<file path="config.mk">
export PLATFORM = sky130hd
export DESIGN_NAME = instr_loader
export DESIGN_NICKNAME = d
export VERILOG_FILES = /design/src/rtl/instr_loader.sv
export SDC_FILE = /design/constraint.sdc
export NUM_CORES = 1
export LEC_CHECK = 0
export CORE_ASPECT_RATIO = 1.1
export CORE_UTILIZATION = 45
export CTS_CLUSTER_DIAMETER = 150
export DETAILED_ROUTE_END_ITERATION = 10
export PLACE_DENSITY = 0.73
export REMOVE_ABC_BUFFERS = 1
export SYNTH_ARGS = -nofsm -noshare
export SYNTH_HDL_FRONTEND = slang
export SYNTH_SLANG_ARGS = --single-unit
</file>
<file path="constraint.sdc">
create_clock -name clk -period 3 [get_ports clk]
set_input_delay 0.45 -clock clk [delete_from_list [all_inputs] [get_ports clk]]
set_output_delay 0.45 -clock clk [all_outputs]
set_load 0.02 [all_outputs]
</file>
<file path="src/rtl/instr_loader.sv">
// ---------------------------------------------------------------------------
// instr_loader
//
// Boot-time writer for the instruction memory. A byte stream from the
// host-link receiver carries a little-endian 16-bit instruction count N,
// followed by N three-byte groups. Each group becomes one 17-bit instruction
// word. Words are written to the instruction memory at sequential addresses
// starting from 0. The processor is held in reset until the whole image has
// been written.
//
// Ports:
//   clk       - system clock, rising edge
//   rst_n     - asynchronous active-low reset
//   start     - single-cycle pulse; begins a load from IDLE, DONE or ERR
//   rx_data   - byte from the host-link receiver
//   rx_valid  - rx_data is valid
//   rx_ready  - loader accepts a byte (transfer on rx_valid && rx_ready)
//   wr_en     - instruction memory write strobe, one cycle per word
//   wr_addr   - instruction memory write address
//   wr_data   - instruction memory write data
//   cpu_hold  - processor held in reset while high
//   done      - image fully written (level)
//   err       - image length exceeded depth (level)
// ---------------------------------------------------------------------------
module instr_loader #(
  parameter int width_in  = 11,
  parameter int width_out = 17,
  parameter int depth     = 2048
) (
  input  logic                 clk,
  input  logic                 rst_n,
  input  logic                 start,
  input  logic [7:0]           rx_data,
  input  logic                 rx_valid,
  output logic                 rx_ready,
  output logic                 wr_en,
  output logic [width_in-1:0]  wr_addr,
  output logic [width_out-1:0] wr_data,
  output logic                 cpu_hold,
  output logic                 done,
  output logic                 err
);

  typedef enum logic [3:0] {
    S_IDLE,
    S_LEN_LO,
    S_LEN_HI,
    S_B0,
    S_B1,
    S_B2,
    S_WRITE,
    S_DONE,
    S_ERR
  } state_t;

  localparam logic [15:0] DEPTH_W = 16'(depth);

  state_t               state_q, state_d;
  logic [15:0]          len_q, len_d;
  logic [15:0]          idx_q, idx_d;
  logic [15:0]          asm_q, asm_d;
  logic [width_in-1:0]  wr_addr_q, wr_addr_d;
  logic [width_out-1:0] wr_data_q, wr_data_d;

  logic                 rx_ready_int;
  logic                 take;
  logic [15:0]          n_full;

  // Byte acceptance is a pure function of the state, so the source sees a
  // stable ready for the whole cycle.
  assign rx_ready_int = (state_q == S_LEN_LO) || (state_q == S_LEN_HI) ||
                        (state_q == S_B0) || (state_q == S_B1) ||
                        (state_q == S_B2);
  assign take   = rx_valid && rx_ready_int;
  assign n_full = {rx_data, len_q[7:0]};

  always_ff @(posedge clk or negedge rst_n) begin
    if (!rst_n) begin
      state_q   <= S_IDLE;
      len_q     <= '0;
      idx_q     <= '0;
      asm_q     <= '0;
      wr_addr_q <= '0;
      wr_data_q <= '0;
    end else begin
      state_q   <= state_d;
      len_q     <= len_d;
      idx_q     <= idx_d;
      asm_q     <= asm_d;
      wr_addr_q <= wr_addr_d;
      wr_data_q <= wr_data_d;
    end
  end

  // Next-state logic. The write port registers are loaded on the third byte
  // transfer so that address and data are valid throughout the WRITE cycle
  // and then hold until the next word is complete.
  always_comb begin
    state_d   = state_q;
    len_d     = len_q;
    idx_d     = idx_q;
    asm_d     = asm_q;
    wr_addr_d = wr_addr_q;
    wr_data_d = wr_data_q;

    case (state_q)
      S_IDLE, S_DONE, S_ERR: begin
        if (start) begin
          state_d = S_LEN_LO;
          idx_d   = '0;
        end
      end
      S_LEN_LO: begin
        if (take) begin
          len_d[7:0] = rx_data;
          state_d    = S_LEN_HI;
        end
      end
      S_LEN_HI: begin
        if (take) begin
          len_d = n_full;
          if (n_full == 16'd0) begin
            state_d = S_DONE;
          end else if (n_full > DEPTH_W) begin
            state_d = S_ERR;
          end else begin
            state_d = S_B0;
          end
        end
      end
      S_B0: begin
        if (take) begin
          asm_d[7:0] = rx_data;
          state_d    = S_B1;
        end
      end
      S_B1: begin
        if (take) begin
          asm_d[15:8] = rx_data;
          state_d     = S_B2;
        end
      end
      S_B2: begin
        if (take) begin
          wr_addr_d = idx_q[width_in-1:0];
          wr_data_d = width_out'({rx_data[0], asm_q});
          state_d   = S_WRITE;
        end
      end
      S_WRITE: begin
        // The index stops at N-1 so a full-depth image never wraps.
        if (idx_q == len_q - 16'd1) begin
          state_d = S_DONE;
        end else begin
          idx_d   = idx_q + 16'd1;
          state_d = S_B0;
        end
      end
      default: begin
        state_d = S_IDLE;
      end
    endcase
  end

  // Output decode. cpu_hold is released only while the image is complete.
  always_comb begin
    rx_ready = rx_ready_int;
    wr_en    = (state_q == S_WRITE);
    wr_addr  = wr_addr_q;
    wr_data  = wr_data_q;
    done     = (state_q == S_DONE);
    err      = (state_q == S_ERR);
    cpu_hold = (state_q != S_DONE);
  end

endmodule

</file>
==> out/summary.txt, run 1 <==
post-CTS setup repair buffer count - 0
FP Rows - 36
DRT antenna net count - 0
setup TNS - 0 ps
Cell variety after synth - 55
chip width - 94.06 um
clk_lat worst skew - 360 ps
IO Pins - 45
wire per inst - 16.45 um
Primary FF master, synth - dfrtp_1
crit path buf inv count - 3
Synth area leaders - dfrtp_1 48%, mux2_2 16%, nand3_1 2.3%, nand2_1 2.2%, xnor2_1 2.1%
worst reg2reg path depth - 11
number of antenna violations at the first check in global routing - 0
number of max-cap violations - 0
critical path arrival - 3130 ps
global route overflow - 0
DR vias/cell - 5.756
Tot GR Track Use - 0.2033
RSZ-0062 raised after global routing - true
delay-heaviest family, CP - simple AND/OR/NAND/NOR gates
CTS Sinks - 80
worst-path cell chain - inv_1, ha_1, nor3b_2, buf_4, nand4_1, xnor2_2, nand4_1, or4_4, buf_4, a41oi_1, a41o_1
critical path class - reg2reg
die area - 0.009713 sq mm
maximum vdd drop - 542.0 uV
TritonCTS clock tree - yes
Final period util - 0.9428
core area - 0.008964 sq mm
Max stage delay on crit path - 570 ps
Max Freq - 353.6 MHz
top cell type's share of synthesized area - 0.4772
crit start category - flip-flop
vias post-DR - 3206
met3 usage - 0.03655
Clock Power Share - 0.202
Mean Syn Cell Area - 10.76 sq um
Slew @ Worst Pin - 982.2 ps
PD cells - 947.3 mW/mm^2
fin. max-slew vios - 0
synth-to-layout area growth - 21.47%
register cell area after layout - 0.002003 sq mm
Sw Share - 0.3634
IO buf count - 44
H-tree depth - 3
Cell Area, Synth - 0.004195 sq mm
Synth Instances - 390
grt met2 use - 0.3335
vias in the first global route - 3052
number of cells on the critical path - 11
register area share after synthesis - 0.4772
Switching Power - 1.754 mW
cell with the most instances after synthesis - dfrtp_1
Multi-input gate area - 0.002074 sq mm
critical path's slowest cell - or4_4
Min Hold Slack - 255.3 ps
min Tclk post-route - 2828 ps
Fin. Hold Viols - 0
first-pass GRT wire length - 15.09 mm
Pre-Repair DR Iteration Count - 4
sequential power share - 0.378
yosys warns - 0
outcome - complete, no violations
global-route met1 utilization - 0.2667
crit-path max FO - 9
nature of the critical path endpoint - flip-flop
root buffer cell - clkbuf_8
Final Wtd Congestion - 0.9605
WL final - 9.161 mm
Layout Nets - 453
# diodes - 0
dominant cell type by area after synthesis - dfrtp_1
Post-synth top cells - 80 x dfrtp_1, 60 x mux2_2, 25 x nand2_1, 21 x clkbuf_1, 19 x nand3_1
Fin Clk Skew - 12.16 ps
Leak - 2.160 nW
die height - 103.3 um
final setup fails - 0
synthesis-stage register bit count - 80
Starting Density - 0.4680
clk slew on worst S/H paths - 90 ps
largest net degree at the start of global routing - 81
post-cts hold buffer count - 0
max-slew headroom at the worst pin - 0.3452
TritonCTS buffer count - 9
Most Crowded Layer GR - met2
combinational share of power - 0.421
DP HPWL - 6.453 mm
Critical Path RT - 3300 ps
Min-Delay Path Class - in2async
Async SR Flop Fraction - 1.000
Iteration-0 DRC Markers - 185
layout cells sized above 1 - 0.2551
Int Pwr - 3.073 mW
Clock Path Buffers - 2
number of flops mapped to enable cells by yosys - 0
Fill cells - 751
Residual DRC - 0
## cells in the final DEF (no fill, tap or decap), types with 4 or more instances in the layout
cell type	Yosys	layout
nor2_1	17	17
or4_1	9	8
nor4_1	4	4
clkbuf_8	0	9
mux2i_1	5	5
a21oi_1	6	6
nor3_1	15	13
and3_1	4	4
o21ai_0	11	11
xor2_1	6	6
dfrtp_1	80	79
a31oi_1	4	4
xnor2_1	10	9
o211ai_1	5	5
clkdlybuf4s50_1	0	43
a211oi_1	4	4
nor2b_1	5	5
buf_4	0	21
nand3_1	19	19
nand4_1	9	9
inv_1	12	12
nand2_1	25	25
mux2_2	60	60
or3_1	6	6
## state kept, by name (all words and copies together), names as in the netlist
name,flops
len_q,16
state_q,4
asm_q,16
wr_addr,11
wr_data,17
idx_q,16
## final cells by class
cell class,count,area share
multi-input combinational,271,0.4071
sequential,80,0.3931
timing repair buffer,64,0.1154
tap,114,0.02799
clock buffer,10,0.02504
clock inverter,6,0.02259
inverter,12,0.008839
## power by group through the flow
stage                     clock [mW]  sequential, mW  combinational, mW
after floorplan                    0            1.98               1.07
after global placement             0            1.81               1.97
after detailed placement           0            1.83               2.00
after CTS                      0.990            1.82               2.01
after global routing            1.03            1.88               2.21
final                          0.973            1.82               2.03
## what timing repair did
| item | 4_1_cts | 5_1_grt |
|---|---|---|
| gates resized for setup | 0 | 7 |
| endpoints found under the hold margin | 0 | 0 |
| setup endpoints to repair | 0 | 15 |
## worst paths after layout
| path | from | to | slack [ps] |
|---|---|---|---|
| max in group asynchronous | rst_n | len_q[1] | 2080 |
| min in group clk | wr_addr[7] | wr_addr[7] | 510 |
| hold reg to reg | wr_addr[7] | wr_addr[7] | 510 |
| setup reg to reg | len_q[1] | idx_q[15] | 170 |
| setup / recovery | len_q[1] | idx_q[15] | 170 |
| hold / removal | rst_n | asm_q[1] | 260 |
## per-layer routing
metal,share of wire,vias up
met5,0,-
met4,0.019,0
met3,0.037,16
met2,0.48,81
met1,0.46,1583
li1,-,1526
## through the flow
step           power [mW]  cell area (sq um)  instances    util  setup WS [ps]
4_1_cts             4.823               5061        557  0.5646          64.07
5_1_grt             5.122               5096        557  0.5685         -64.40
6_report            4.828               5096        557  0.5685          171.6
3_3_place_gp        3.783               4818        541  0.5375          200.1
3_5_place_dp        3.835               4818        541  0.5375          38.54
2_1_floorplan       3.047               4083        363       -         -269.7
## logic make-up after synthesis
logic type,synth area share
and+or+nand+nor,0.1801
DFF,0.4772
muxes,0.1730
AOI/OAI and AO/OA,0.08977
buffers and inverters,0.03758
xor gates and xnor gates,0.03340
adders and majority gates,0.008948
No activity file was read; power rests on OpenSTA's default activity.
==> run 2: changes to the inputs <==
Settings changed: CORE_MARGIN set to 1.5.
==> out/summary.txt, run 2 (synthesis gave the netlist of run 1 again) <==
crit start category - flip-flop
Pre-Repair DR Iteration Count - 4
critical path arrival - 3100 ps
min Tclk post-route - 2860 ps
chip width - 95.06 um
Fin. Hold Viols - 0
CTS Sinks - 80
layout cells sized above 1 - 0.2601
vias post-DR - 3223
final setup fails - 0
Slew @ Worst Pin - 987.0 ps
RSZ-0062 raised after global routing - false
maximum vdd drop - 515.1 uV
Multi-input gate area - 0.002078 sq mm
outcome - complete, no violations
Critical Path RT - 3240 ps
register cell area after layout - 0.002002 sq mm
Iteration-0 DRC Markers - 215
number of antenna violations at the first check in global routing - 0
commonest non-fill, non-tap cell in the layout - dfrtp_1
IO Pins - 45
design area - 0.005065 sq mm
DR vias/cell - 5.755
die area - 0.009911 sq mm
critical path class - reg2reg
non-filler cells, final - 560
max reg flops - 17
Leak - 2.151 nW
TritonCTS buffer count - 9
Max Freq - 349.7 MHz
Fill cells - 763
# diodes - 0
clk_lat worst skew - 370 ps
Min-Delay Path Class - in2async
TritonCTS clock tree - yes
Final period util - 0.9532
leading cell types in the layout, fill and taps excluded - 80 x dfrtp_1, 60 x mux2_2, 43 x clkdlybuf4s50_1, 25 x nand2_1, 24 x buf_4
largest net degree at the start of global routing - 81
FP Rows - 36
placed cells - 540
WL final - 9.075 mm
Starting Density - 0.4680
Tot GR Track Use - 0.1948
nature of the critical path endpoint - flip-flop
DP HPWL - 6.425 mm
fin. max-slew vios - 0
number of max-cap violations - 0
Min Hold Slack - 240.4 ps
crit-path max FO - 6
placed cell areas - 0.004811 sq mm
wire per inst - 16.21 um
vias in the first global route - 3060
die height - 104.3 um
Fin Clk Skew - 12.89 ps
first-pass GRT wire length - 15.26 mm
synth-to-layout area growth - 20.73%
clk slew on worst S/H paths - 90 ps
max-slew headroom at the worst pin - 0.3420
global route overflow - 0
Clock Path Buffers - 2
Final Wtd Congestion - 0.9308
worst reg2reg path depth - 10
setup TNS - 0 ps
Layout Nets - 456
core area - 0.008964 sq mm
root buffer cell - clkbuf_8
Residual DRC - 0
PD cells - 923.7 mW/mm^2
DRT antenna net count - 0
H-tree depth - 3
IO buf count - 44
-- run 2: worst max-delay path, stage by stage (launching register included) --
cell and delay [ps]:
dfrtp_1 430, inv_2 100, ha_4 160, or3b_2 480, o41ai_2 210, a21oi_1 120
nor3_2 300, nor4_4 100, buf_4 170, or4_1 520, mux2i_1 140
-- run 2: timing repair --
| action | 4_1_cts | 5_1_grt |
|---|---|---|
| gates resized for setup | 0 | 8 |
| hold endpoints to repair | 0 | 0 |
| setup buffers | 0 | 4 |
| hold buffers | 0 | 0 |
| endpoints found under the setup margin | 0 | 14 |
-- run 2: path summary, 6_finish.rpt --
path                            startpoint         to  slack (ps)
worst max-delay path              len_q[0]   idx_q[6]         140
worst min-delay path                 rst_n   asm_q[1]         240
worst max register to register    len_q[0]   idx_q[6]         140
worst min register to register    asm_q[7]   asm_q[7]         510
max in group asynchronous            rst_n  len_q[12]        2130
min in group clk                  asm_q[7]   asm_q[7]         510
-- run 2: area by class of cell --
type / instances / area share
multi-input cells: 271 / 0.4103
repair buffers: 67 / 0.1206
clock inverters: 7 / 0.01235
clock buffers: 9 / 0.02446
inverters: 12 / 0.008893
flip-flops and latches: 80 / 0.3953
well taps: 114 / 0.02816
-- run 2: metrics by stage --
stage,setup slack [ps],power (mW),util
after global placement,166.1,3.793,0.5367
after global routing,2.418,4.996,0.5650
after detailed placement,9.469,3.848,0.5367
after floorplan,-269.7,3.047,-
after CTS,30.89,4.632,0.5575
final,140.3,4.678,0.5650
-- run 2: per-layer routing --
metal,vias up,wire length [um],global-route usage
li1,1534,-,-
met1,1608,4261,0.2738
met2,74,4370,0.3009
met3,7,378,0.04459
met4,0,65,0.05011
met5,-,0,0
-- run 2: power by group --
part           internal [mW]  switching [mW]
clock                  0.321           0.453
combinational           1.08            1.03
sequential              1.47           0.324
total                   2.87            1.81
